`src/rtl/move_queue.sv`:
```
// move_queue: unpacks a move bundle into 4-bit moves, queues them and hands
// them one at a time to the stepper driver via a start/done handshake.
// Optional build macro MOVE_CANCEL_EN removes adjacent inverse moves at ingest.
module move_queue #(
    parameter int unsigned DEPTH = 64,
    parameter int unsigned SLOTS = 50
) (
    input  logic               clock,
    input  logic               reset,
    input  logic               load,
    input  logic [4*SLOTS-1:0] moves,
    input  logic               run,
    input  logic               move_done,
    output logic [3:0]         next_move,
    output logic               move_start,
    output logic               busy,
    output logic               seq_done,
    output logic [7:0]         num_moves,
    output logic [7:0]         curr_step,
    output logic [7:0]         cancelled,
    output logic               overflow
);

    localparam int unsigned PTR_W  = $clog2(DEPTH);
    localparam int unsigned BUS_W  = 4 * SLOTS;
    localparam int unsigned SLOT_W = $clog2(SLOTS + 1);

    typedef enum logic {
        S_IDLE,
        S_WAIT
    } state_t;

    state_t             state;
    state_t             state_next;
    logic               running;
    logic               issue_c;
    logic               finish_c;

    logic [BUS_W-1:0]   shreg;
    logic [SLOT_W-1:0]  slot_left;
    logic [3:0]         code_c;
    logic               valid_c;
    logic               cancel_c;
    logic               push_c;
    logic               drop_c;
    logic               full_c;

    logic [3:0]         mem [DEPTH];
    logic [PTR_W-1:0]   wr_ptr;
    logic [PTR_W-1:0]   rd_ptr;

    // Slot currently being examined is always the top nibble of the shifter
    assign code_c  = shreg[BUS_W-1 -: 4];
    assign valid_c = busy && (code_c >= 4'd2) && (code_c <= 4'd13);
    assign full_c  = (num_moves == 8'(DEPTH));

`ifdef MOVE_CANCEL_EN
    logic [3:0] tail_c;

    // Inverse of the tail cancels it, unless the tail is leaving for issue now
    assign tail_c   = mem[wr_ptr - PTR_W'(1)];
    assign cancel_c = valid_c && (num_moves != 8'd0)
                      && (code_c == (tail_c ^ 4'd1))
                      && !(issue_c && (num_moves == 8'd1));
`else
    assign cancel_c = 1'b0;
`endif

    // A pop in the same cycle frees the slot, so a full queue still accepts
    assign push_c = valid_c && !cancel_c && (!full_c || issue_c);
    assign drop_c = valid_c && !cancel_c && full_c && !issue_c;

    // Dispatch state register
    always_ff @(posedge clock) begin
        if (reset) begin
            state <= S_IDLE;
        end else begin
            state <= state_next;
        end
    end

    // Dispatch next-state and issue/finish decisions
    always_comb begin
        state_next = state;
        issue_c    = 1'b0;
        finish_c   = 1'b0;
        case (state)
            S_IDLE: begin
                if (running || run) begin
                    if (num_moves != 8'd0) begin
                        issue_c    = 1'b1;
                        state_next = S_WAIT;
                    end else if (!busy) begin
                        finish_c = 1'b1;
                    end
                end
            end
            S_WAIT: begin
                if (move_done) begin
                    state_next = S_IDLE;
                end
            end
            default: state_next = S_IDLE;
        endcase
    end

    // Registered handshake outputs, run flag and issue counter
    always_ff @(posedge clock) begin
        if (reset) begin
            next_move  <= 4'd0;
            move_start <= 1'b0;
            seq_done   <= 1'b0;
            running    <= 1'b0;
            curr_step  <= 8'd0;
            rd_ptr     <= '0;
        end else begin
            move_start <= issue_c;
            seq_done   <= finish_c;
            if (finish_c) begin
                running <= 1'b0;
            end else if (run) begin
                running <= 1'b1;
            end
            if (issue_c) begin
                next_move <= mem[rd_ptr];
                rd_ptr    <= rd_ptr + PTR_W'(1);
                if (curr_step != 8'hFF) begin
                    curr_step <= curr_step + 8'd1;
                end
            end
        end
    end

    // Bundle capture and one-slot-per-cycle unpacking, highest slot first
    always_ff @(posedge clock) begin
        if (reset) begin
            shreg     <= '0;
            slot_left <= '0;
            busy      <= 1'b0;
        end else if (busy) begin
            shreg <= {shreg[BUS_W-5:0], 4'd0};
            if (slot_left == '0) begin
                busy <= 1'b0;
            end else begin
                slot_left <= slot_left - SLOT_W'(1);
            end
        end else if (load) begin
            shreg     <= moves;
            slot_left <= SLOT_W'(SLOTS - 1);
            busy      <= 1'b1;
        end
    end

    // Queue tail pointer, occupancy and sticky overflow
    always_ff @(posedge clock) begin
        if (reset) begin
            wr_ptr    <= '0;
            num_moves <= 8'd0;
            overflow  <= 1'b0;
        end else begin
            if (cancel_c) begin
                wr_ptr <= wr_ptr - PTR_W'(1);
            end else if (push_c) begin
                wr_ptr <= wr_ptr + PTR_W'(1);
            end
            num_moves <= num_moves + 8'(push_c) - 8'(issue_c) - 8'(cancel_c);
            if (drop_c) begin
                overflow <= 1'b1;
            end
        end
    end

    // Queue storage; contents are meaningless outside the pointer window
    always_ff @(posedge clock) begin
        if (push_c) begin
            mem[wr_ptr] <= code_c;
        end
    end

`ifdef MOVE_CANCEL_EN
    // Saturating count of moves removed by cancellation (two per event)
    always_ff @(posedge clock) begin
        if (reset) begin
            cancelled <= 8'd0;
        end else if (cancel_c) begin
            cancelled <= (cancelled >= 8'd254) ? 8'hFF : cancelled + 8'd2;
        end
    end
`else
    assign cancelled = 8'd0;
`endif

endmodule
```
`config.mk`:
```
export PLATFORM = sky130hd
export DESIGN_NAME = move_queue
export DESIGN_NICKNAME = d
export VERILOG_FILES = /design/src/rtl/move_queue.sv
export SDC_FILE = /design/constraint.sdc
export NUM_CORES = 1
export LEC_CHECK = 0
export ABC_AREA = 1
export CORE_ASPECT_RATIO = 0.8
export CORE_MARGIN = 2
export CORE_UTILIZATION = 25
export DETAILED_ROUTE_END_ITERATION = 10
export GPL_ROUTABILITY_DRIVEN = 1
export PLACE_DENSITY = 0.53
export SKIP_CTS_REPAIR_TIMING = 1
export SYNTH_ARGS = -nofsm -noshare
export SYNTH_HDL_FRONTEND = slang
export SYNTH_SLANG_ARGS = --single-unit
```
`constraint.sdc`:
```
create_clock -name clock -period 3 [get_ports clock]
set_input_delay 0.3 -clock clock [delete_from_list [all_inputs] [get_ports clock]]
set_output_delay 0.3 -clock clock [all_outputs]
set_load 0.05 [all_outputs]
```
### Word level (Yosys, flattened, before mapping)

Memory sizes are Yosys's and may differ from the RTL's. A register that Yosys moved wholly into a read port is not among the register bits.
Index checks and enable logic that the tools add are counted.

* bits in registers: 240
* memory bits (writable): 256
* bits of input ports: 205
* output and inout bits: 32
* word-level logic and storage cells: 61
* memories: 1

Memories
* mem: words 64, bits a word 4, rd ports 1, clocked after memory_dff 1, wr ports 1, RTL line 48 `logic [3:0] mem [DEPTH];`

* $add $sub $neg: 6
* order comparisons: 2
* eq/ne operators: 3
* mux-type cells: 19
* bitwise logic cells: 1
* reductions and logical operators: 16

Operators with widths (count)
* 2-to-1 mux 200 bit: 2
* 2-to-1 mux 6 bit: 3
* 2-to-1 mux 1 bit: 13
* adder 6 x 1 -> 6 bit (second input constant): 2
* adder 8 x 1 -> 8 bit: 1
* adder 8 x 1 -> 8 bit (second input constant): 1
* == test 8 x 7 -> 1 bit (second input constant): 1
* inequality test 8 bit (second input constant): 1
* nonzero test 8 bit: 1
* subtractor 8 x 1 -> 8 bit: 1
* logical NOT 6 bit: 1
* subtractor 6 x 1 -> 6 bit (second input constant): 1
* logical AND 1 bit: 5
* greater-or-equal comparator 4 x 2 -> 1 bit (second input constant): 1
* <= comparator 4 bit (second input constant): 1
* AND reduction 2 bit: 2
* OR reduction 2 bit: 2
* logical NOT 1 bit: 2
* logical OR 1 bit: 2
* inequality test 2 bit (second input constant): 1
* one-hot mux 1 bit (2 select lines): 1
* nonzero test 2 bit: 1
* inverter 1 bit: 1

### Logic depth before layout (Yosys ltp)

Gate-level depths: netlist of run 1.

* depth after elaboration: 8
* gate-level depth with buffers: 20
* depth with buffers taken out: 20

### Least setup slack after synthesis of run 1

No wires, ideal clock.

* path type: reg2reg
* from: register shreg[197]
* to: register num_moves[6]
* library setup time: 64 ps
* arrival: 3115 ps
* data required time: 2936 ps
* slack: -179 ps
* stages on the path, launching flop included: 19
* buffers on the path: 0
* period minus slack after synthesis: 3179 ps
* cells stage by stage: dfxtp_1 -> inv_1 -> o21ai_0 -> nor2_1 -> nand2_2 -> inv_2 -> nand2_1 -> nand2_1 -> ha_1 -> fa_1 -> nand2_1 -> inv_1 -> o21ai_0 -> nand2_1 -> nand2_1 -> a21oi_1 -> o21ai_0 -> nand2_1 -> nor2_1

* cells in the longest elaborated chain, start to end: 6
* elaborated cells on any way between the ends: 7
* those cells by class: add/sub: 2; order compare: 2; reduce/logical: 3

Ends and longest elaborated chain
* from (decl): RTL line 39 `logic [BUS_W-1:0] shreg;`
* from (signal assigned): RTL line 141 `shreg <= {shreg[BUS_W-5:0], 4'd0};`
* from (signal assigned): RTL line 148 `shreg <= moves;`
* greater-or-equal comparator 4 x 2 -> 1 bit: RTL line 54 `assign valid_c = busy && (code_c >= 4'd2) && (code_c <= 4'd13);`
* logical AND 1 bit: RTL line 54
* logical AND 1 bit (*): RTL line 54
* logical AND 1 bit (*): RTL line 70 `assign push_c = valid_c && !cancel_c && (!full_c || issue_c);`
* adder 8 x 1 -> 8 bit (*): RTL line 166 `num_moves <= num_moves + 8'(push_c) - 8'(issue_c) - 8'(cancel_c);`
* subtractor 8 x 1 -> 8 bit (*): RTL line 166
* to (signal assigned): RTL line 166
* to (decl): RTL line 18 `output logic [7:0] num_moves,`

Mark *: on every way between the ends. The rest lies on a longest branch, timed or not.
A chain may end at the register's enable or synchronous reset.

### Final worst setup path of run 1

* from: register busy
* to: output busy

RTL lines
* from (decl): RTL line 16 `output logic busy,`
* from (signal assigned): RTL line 139 `busy <= 1'b0;`
* from (signal assigned): RTL line 143 `busy <= 1'b0;`
* from (signal assigned): RTL line 150 `busy <= 1'b1;`

No word-level cell between the ends.

==> summary.txt, run 1 <==
STA
  – Peak Freq: 366 MHz
  – Tmin final: roughly 2.7 ns
  – RSZ-0062 raised after global routing: false
  – Worst relative slew slack: around 44%
  – Clk_skew: 0.0256 ns
  – Fin. Hold Viols: 0
  – Worst Tran Pin Value: 0.836 ns
  – Slew Limit Fails: 0
  – Setup_tns: 0 ns
  – Period utilisation layout: between 90% and 100%
  – Final setup fails: 0

Cells and area
  – Layout Cells excl Fill: around 4,100
  – Share of cells above drive strength 1: around 5%
  – Area grow syn2layout: 23.1%
  – Nets: 3,101
  – Final Cell Area: ~27,000 um2

Logic synthesis
  – Primary FF master, synth: edfxtp_1
  – Cell taking the most area after synthesis: edfxtp_1
  – Yosys reg bits: 500
  – Top-count cell post-synth: nand2_1
  – Post-synthesis sequential area ratio: 56.7%
  – Ys async rst share: 0%
  – Cells after synthesis: roughly 2,700
  – EDFF count, synth: 256
  – Simple logic cell fraction of the synthesized area: 26.6%
  – Largest family of logic cells by synthesized area: simple AND/OR/NAND/NOR gates
  – Xor/xnor cell area share of the yosys netlist: less than 1%
  – Synth area leaders: edfxtp_1, dfxtp_1, nand2_1
  – Mapped Avg Cell Area: between 8 and 9 um2
  – Adder-Cell Fraction of Synth Area: less than 1%
  – Synthesized area: between 20,000 and 25,000 um2
  – Synth top area share: between 30% and 40%
  – Post-synthesis mux area share: 0%
  – Synth warn: 0
  – Commonest cells post-synth: nand2_1, inv_1, edfxtp_1, dfxtp_1, nand3_1
  – Synth unique cells: 41
  – Complex-gate fraction of the synthesized area: 6.40%

Placed design
  – Area after DPL: 25,700 um2
  – Detailed placer's ending HPWL: roughly 40 mm
  – Gpl congestion: a little under 0.8
  – Cell count after placement: 4,016
  – IO buf count: 228

Floorplanning
  – Num rows: 97
  – Starting density of the core: 25.3%
  – Die height: 270 um
  – Core footprint: between 80,000 and 90,000 um2
  – DIE WIDTH: 337 um
  – Num ports: 237
  – Area of the die: 91,200 um2

Pwr
  – Static leakage: ~12 nW
  – Total power: approximately 18 mW
  – Peak VDD IR: 0.456 mV
  – Power Density: 651 nW/um2

Global routing
  – First-pass GRT wire length: ~95 mm
  – Largest net degree at the start of global routing: 147
  – Initial antenna violation count: 15
  – Grt ovf: 0
  – Overall fraction of global-route tracks in use: 13.3%
  – Vias in the first global route: 16,519

Routing
  – Routed wire per std cell: 15.0 um
  – Residual DRC: 0
  – Antenna-violating nets left: 0
  – First-pass DRT Iterations: 5
  – Via density: 4.24
  – DR iter-0 viols: 1,133
  – Via count: 17,456
  – DRT Wirelength: approximately 62 mm

Worst setup path
  – Critical path required time: about 2.7 ns
  – Crit end category: output pin
  – Critical path type: reg2out
  – Critical Path AT: 2.43 ns
  – Critical path startpoint category: flop
  – Worst-path maximum fanout: between 100 and 150

Outcome
  – Status: finished clean

Clocking
  – Num Clock Sinks: 500
  – CTS tree: built
  – CTS clock-pin slew for the worst setup and hold paths: 0.06 ns
  – Clock buffer count from CTS: 50
  – Clk_lat worst skew: roughly 0.61 ns
  – Root Buffer: clkbuf_16
  – CTS max path bufs: 3
  – Htree depth: 2

Run
  – Maxcap violations: 0

Hold path
  – HP Class: in2reg
==> sequential cells by signal, summed over array words and instances, names as in the netlist <==
name	cells
mem	256
shreg	200
curr_step	8
num_moves	8
rd_ptr	6
slot_left	6
wr_ptr	6
next_move	4
busy	1
move_start	1
overflow	1
running	1
seq_done	1
state	1
==> power by group <==
part           total, mW  switching, mW  internal (mW)
registers           7.72          0.211           7.51
clock network       6.09           2.76           3.34
logic               3.96           2.57           1.39
total               17.8           5.54           12.2
==> routing by layer <==
metal  global-route usage [%]  vias to the layer above  wire length (um)
met5                        0                        -               157
met2                     19.9                      381             26900
met3                     4.06                       80              4760
met1                     18.5                     8028             29000
li1                         -                     8945                 -
met4                     3.09                       22              1060
==> area by class of cell <==
class,instances,area [um2]
fill,9342,60400
sequential,500,12600
multi-input combinational,1713,7600
timing repair buffer,276,2790
tap,1188,1490
clock buffer,70,1390
inverter,339,1280
clock inverter,21,161
antenna,6,15.0
==> cell usage in the layout, fill, tap and decap left out, types with 2 or more instances in the layout <==
cell type           n
dfxtp_2             4
edfxtp_1          256
dfxtp_1           237
inv_2               4
xor2_1              2
o211ai_1            3
a21oi_1            44
nand3_1           230
dfxtp_4             3
nor3_2              2
clkbuf_8            4
buf_12             12
nor2_1            168
buf_4              36
clkbuf_1           14
clkinvlp_4          6
clkinv_2            8
nand4_1             9
ha_1               15
o21ai_0            45
inv_6               3
clkbuf_16          51
o21ai_1             2
and3_1              5
clkdlybuf4s50_1   228
clkinv_1            3
inv_1             332
conb_1              8
nand2_2             2
a22oi_1           118
nand3_2             3
nor2_4              2
nand2_1          1034
nor3_1              8
diode_2             6
==> critical path, cell delays in order (launching register included) <==
cell             delay (ns)
dfxtp_4                0.35
buf_12                 0.46
clkdlybuf4s50_1        0.93
==> metrics by stage <==
stage	hold WS [ns]	util (%)	worst slack, ns
after floorplan	0.384	-	0.110
after global placement	0.453	29.3	0.0869
after detailed placement	0.456	29.3	0.138
after CTS	0.219	31.1	0.208
after global routing	0.252	31.1	0.0223
final	0.260	31.1	0.268
==> kinds of logic after synthesis <==
kind of cell,after synthesis
and+or+nand+nor,1468
xor gates and xnor gates,3
adders and majority gates,16
DFF,500
AOI/OAI and AO/OA,218
buffers and inverters,491
other,1
==> worst paths after layout <==
| path | to | slack, ns | cells past startpoint | startpoint |
|---|---|---|---|---|
| worst max-delay path | busy | 0.27 | 2 | busy |
| worst min-delay path | shreg[3] | 0.26 | 3 | moves[3] |
| worst max register to register | mem[40][0] | 0.37 | 11 | num_moves[6] |
| worst min register to register | shreg[2] | 0.46 | 2 | shreg[2] |
(Power assumes the default switching activity.)
==> run 2, diff against run 1 <==
PLACE_DENSITY = 0.43   (was 0.53)
==> summary.txt, run 2 (synthesis results as in run 1) <==
Cells and area
  – Largest registers: mem (256), shreg (200)
  – Final Cell Area: 27,700 um2
  – Layout filler cell count: 9,225
  – Reg with most FFs: mem
  – Most common cell after layout, fill and taps aside: nand2_1
  – Share of cells above drive strength 1: under 10%
  – Most frequent cells in the layout: nand2_1, inv_1, edfxtp_1
  – Nets: 3,114
  – Layout Cells excl Fill: 4,134
  – Largest register FFs: 256
  – Area grow syn2layout: 24.9%

Placed design
  – IO buf count: 228
  – Dpl ws: 0.216 ns
  – Detailed placer's ending HPWL: 43.9 mm
  – Area after DPL: 25,800 um2
  – Cell count after placement: 4,026
  – Gpl congestion: 0.786

Global routing
  – Overall fraction of global-route tracks in use: 14.3%
  – Largest net degree at the start of global routing: about 120
  – Initial antenna violation count: 18
  – Vias in the first global route: 17,257
  – First-pass GRT wire length: a little over 100 mm
  – Grt ovf: 0

STA
  – Fin worst setup slack: 0.309 ns
  – Fin. Hold Viols: 0
  – RSZ-0062 raised after global routing: false
  – Peak Freq: 372 MHz
  – Setup_tns: 0 ns
  – Tmin final: approximately 2.7 ns
  – Period utilisation layout: 89.7%
  – Worst Tran Pin Value: 0.934 ns
  – Slew Limit Fails: 0
  – Hold WS: 0.264 ns
  – Clk_skew: 0.0400 ns
  – Worst relative slew slack: 37.8%
  – Final setup fails: 0

Clocking
  – Root Buffer: clkbuf_16
  – Clk_lat worst skew: 0.63 ns
  – CTS clock-pin slew for the worst setup and hold paths: ~0.060 ns
  – CTS max path bufs: 3
  – Num Clock Sinks: 500
  – Htree depth: 2
  – Clock buffer count from CTS: 53
  – CTS tree: built

Pwr
  – Static leakage: 12.5 nW
  – Peak VDD IR: 0.330 mV
  – Power Density: 676 nW/um2

Routing
  – Via count: 17,758
  – DR iter-0 viols: about 1,200
  – Antenna-violating nets left: 0
  – Via density: approximately 4.3
  – Routed wire per std cell: 16.1 um
  – Residual DRC: 0
  – DRT Wirelength: between 60 and 70 mm
  – First-pass DRT Iterations: 7

Floorplanning
  – Starting density of the core: 25.3%
  – Area of the die: 91,200 um2
  – Num ports: about 240
  – Core footprint: approximately 88,000 um2
  – Die height: 270 um
  – DIE WIDTH: 337 um
  – Num rows: 97

Worst setup path
  – Worst-path maximum fanout: 4
  – Crit end category: flop
  – Critical Path AT: 3.20 ns
  – Critical path type: reg2reg
  – Critical path required time: roughly 3.5 ns
  – Critical path startpoint category: flop

Outcome
  – Status: finished clean

Run
  – Maxcap violations: 0

Hold path
  – HP Class: in2reg
## run 2: report_power, final
part	switching, mW	internal (mW)	leakage [nW]
combinational	2.58	1.40	7.24
sequential	0.243	7.51	4.36
clock	2.89	4.12	0.902
## run 2: metrics by stage
stage	power, mW	utilization (%)
after floorplan	10.5	-
after global placement	11.9	29.5
after detailed placement	11.9	29.5
after CTS	19.0	31.6
after global routing	19.8	31.6
final	18.7	31.6
## run 2: cell type report
cell class	instances	area, um2	area share (%)
inverters	339	1280	4.61
well taps	1188	1490	5.36
flip-flops and latches	500	12600	45.4
repair buffers	286	2890	10.4
multi-input cells	1713	7600	27.4
diodes	8	20.0	0.0722
clock buffers	76	1550	5.58
clock inverters	24	307	1.11
## run 2: worst paths after layout
| kind | from | to | slack [ns] | cells past startpoint |
|---|---|---|---|---|
| worst min-delay path | moves[3] | shreg[3] | 0.26 | 3 |
| worst min register to register | shreg[1] | shreg[1] | 0.47 | 2 |
| worst max register to register | num_moves[5] | num_moves[4] | 0.31 | 18 |
| worst max-delay path | num_moves[5] | num_moves[4] | 0.31 | 18 |
## run 2: worst max-delay path, cell delays in order (launching register included)
cell,delay [ns]
dfxtp_1,0.34
inv_1,0.09
ha_2,0.20
nand4_1,0.15
nand2_2,0.14
nand2_1,0.07
nand2_2,0.07
inv_2,0.04
nand2_1,0.05
nand2_1,0.05
ha_1,0.22
fa_1,0.42
nand2_1,0.07
inv_1,0.05
o21ai_0,0.15
nand2_1,0.09
buf_4,0.14
o21ai_0,0.16
a21oi_1,0.06
## run 2: layer usage
metal | vias to the layer above | track usage [%] | part of all wire [%]
met5 | - | 0 | 0.25
met4 | 24 | 3.70 | 2.0
met3 | 108 | 3.55 | 6.0
met2 | 346 | 21.7 | 44
met1 | 8302 | 20.2 | 48
li1 | 8978 | - | -
==> run 3, diff against run 2 <==
--- a/config.mk
+++ b/config.mk
@@ -9,8 +9,8 @@
 export CORE_ASPECT_RATIO = 0.8
 export CORE_MARGIN = 2
-export CORE_UTILIZATION = 25
+export CORE_UTILIZATION = 51
 export DETAILED_ROUTE_END_ITERATION = 10
 export GPL_ROUTABILITY_DRIVEN = 1
-export PLACE_DENSITY = 0.43
+export PLACE_DENSITY = 0.76
 export SKIP_CTS_REPAIR_TIMING = 1
 export SYNTH_ARGS = -nofsm -noshare
==> constraint.sdc (replaced) <==
create_clock -name clock -period 3 [get_ports clock]
set_input_delay 0.3 -clock clock [delete_from_list [all_inputs] [get_ports clock]]
set_output_delay 0.3 -clock clock [all_outputs]
set_load 0.1 [all_outputs]
==> summary.txt, run 3 (synthesis results as in run 1) <==
Outcome
  – Status: finished clean

Pwr
  – Sw Ratio: 31.2%
  – Peak VDD IR: 0.530 mV
  – Internal power: 12.8 mW
  – Clock share of power: 35.3%
  – Power Density: 696 nW/um2
  – Static leakage: 12.4 nW
  – Sequential power share: 41.7%
  – Combinational power share: approximately 23%
  – P_sw: 5.78 mW

STA
  – Tmin final: 2.71 ns
  – Hold WS: 0.301 ns
  – Final setup fails: 0
  – Clk_skew: 0.0192 ns
  – Worst relative slew slack: between 30% and 40%
  – Period utilisation layout: 90.2%
  – Fin. Hold Viols: 0
  – Setup_tns: 0 ns
  – Worst Tran Pin Value: about 1 ns
  – RSZ-0062 raised after global routing: false
  – Peak Freq: 370 MHz
  – Slew Limit Fails: 0

Global routing
  – Initial antenna violation count: 3
  – Vias in the first global route: 17,457
  – Largest net degree at the start of global routing: 201
  – Grt ovf: 0
  – Overall fraction of global-route tracks in use: 24.6%
  – First-pass GRT wire length: between 80 and 90 mm

Worst setup path
  – Worst-path maximum fanout: 6
  – WP depth: 20
  – Slowest stage delay, CP: between 0.4 and 0.5 ns
  – Critical path startpoint category: flop
  – Reg2Reg Depth: 20
  – Most frequent CP cell: nand2_1
  – Largest delay share family, worst path: simple AND/OR/NAND/NOR gates
  – Critical Path AT: 3.21 ns
  – Critical path type: reg2reg
  – CP Buf/Inv Count: 3
  – Critical path required time: 3.50 ns
  – Cell-by-cell trace of the critical path: inv_1 -> ha_1 -> nand4_1 -> nand2_2 -> nand2_1 -> nand2_2 -> inv_2 -> nand2_1 -> nand2_1 -> ha_1 -> fa_1 -> nand2_1 -> inv_1 -> o21ai_1 -> nand2_1 -> nand2_1 -> a21oi_1 -> o21ai_1 -> nand2_1 -> nor2_1
  – Crit end category: flop
  – Crit path max-delay cell type: fa_1

Cells and area
  – Nets: approximately 3,100
  – Share of cells above drive strength 1: 6.40%
  – Core Util, Final: 61.9%
  – Area grow syn2layout: 20.1%
  – Most common cell after layout, fill and taps aside: nand2_1
  – Largest register FFs: ~260
  – Reg with most FFs: mem
  – Largest registers: mem (256), shreg (200)
  – Most frequent cells in the layout: nand2_1, inv_1, edfxtp_1

Clocking
  – Num Clock Sinks: 500
  – CTS clock-pin slew for the worst setup and hold paths: 0.06 ns
  – Htree depth: 2
  – CTS max path bufs: 3
  – CTS tree: built
  – Root Buffer: clkbuf_16
  – Clock buffer count from CTS: 50
  – Clk_lat worst skew: 0.57 ns

Floorplanning
  – Num rows: 68
  – Num ports: 237
  – Die height: between 150 and 200 um
  – Starting density of the core: 51.5%
  – Area of the die: 45,200 um2
  – DIE WIDTH: ~240 um
  – Core footprint: 43,100 um2

Routing
  – Antenna-violating nets left: 0
  – Routed wire per std cell: 16.3 um
  – DR iter-0 viols: 1,612
  – Via density: 5.22
  – DRT Wirelength: 56.9 mm
  – First-pass DRT Iterations: 7
  – Residual DRC: 0
  – Via count: 18,188

Run
  – Maxcap violations: 0

Placed design
  – Detailed placer's ending HPWL: 37.0 mm
  – Gpl congestion: 0.867
  – IO buf count: 228

Hold path
  – Hold Crit Depth: 3
  – HP Class: in2reg
## run 3: layer usage
metal	wire length (um)	share of wire (%)	GRT usage (%)	vias to the layer above
met5	33	0.058	0	-
met4	1640	2.9	8.85	6
met2	26600	47	39.9	650
met3	4820	8.5	6.12	125
li1	-	-	-	8931
met1	23900	42	32.1	8476
## run 3: final timing paths
path	slack [ns]	startpoint	to
max	0.29	num_moves[5]	num_moves[6]
min	0.30	moves[1]	shreg[1]
max reg2reg	0.29	num_moves[5]	num_moves[6]
min reg2reg	0.47	curr_step[4]	curr_step[4]
## run 3: worst min-delay path, delay by kind of cell
family                 cells  cell delay (ns)
buffers and inverters      1             0.39
AO/OA/AOI/OAI              1             0.06
AND/OR/NAND/NOR            1             0.06
## run 3: final cells by class
type	instances	area [um2]
Antenna cell	3	7.51
Sequential cell	500	12600
Timing Repair Buffer	275	2740
Inverter	339	1280
Clock buffer	61	1380
Clock inverter	33	355
Multi-Input combinational cell	1713	7600
Tap cell	560	701
Fill cell	3571	16400
## run 3: power by group through the flow
| stage | clock (mW) | combinational [mW] | sequential (mW) |
|---|---|---|---|
| after floorplan | 0 | 2.45 | 8.43 |
| after global placement | 0 | 4.10 | 7.85 |
| after detailed placement | 0 | 4.20 | 7.87 |
| after CTS | 6.64 | 4.24 | 7.72 |
| after global routing | 6.93 | 4.70 | 7.76 |
| final | 6.54 | 4.28 | 7.73 |
## run 3: through the flow
| stage | setup WS [ns] | area (um2) | power [mW] | std cells |
|---|---|---|---|---|
| after floorplan | 0.0231 | 22200 | 10.9 | 2704 |
| after global placement | 0.125 | 24900 | 11.9 | 3386 |
| after detailed placement | 0.112 | 24900 | 12.1 | 3386 |
| after CTS | 0.194 | 26600 | 18.6 | 3480 |
| after global routing | 0.0355 | 26600 | 19.4 | 3481 |
| final | 0.295 | 26600 | 18.5 | 3484 |
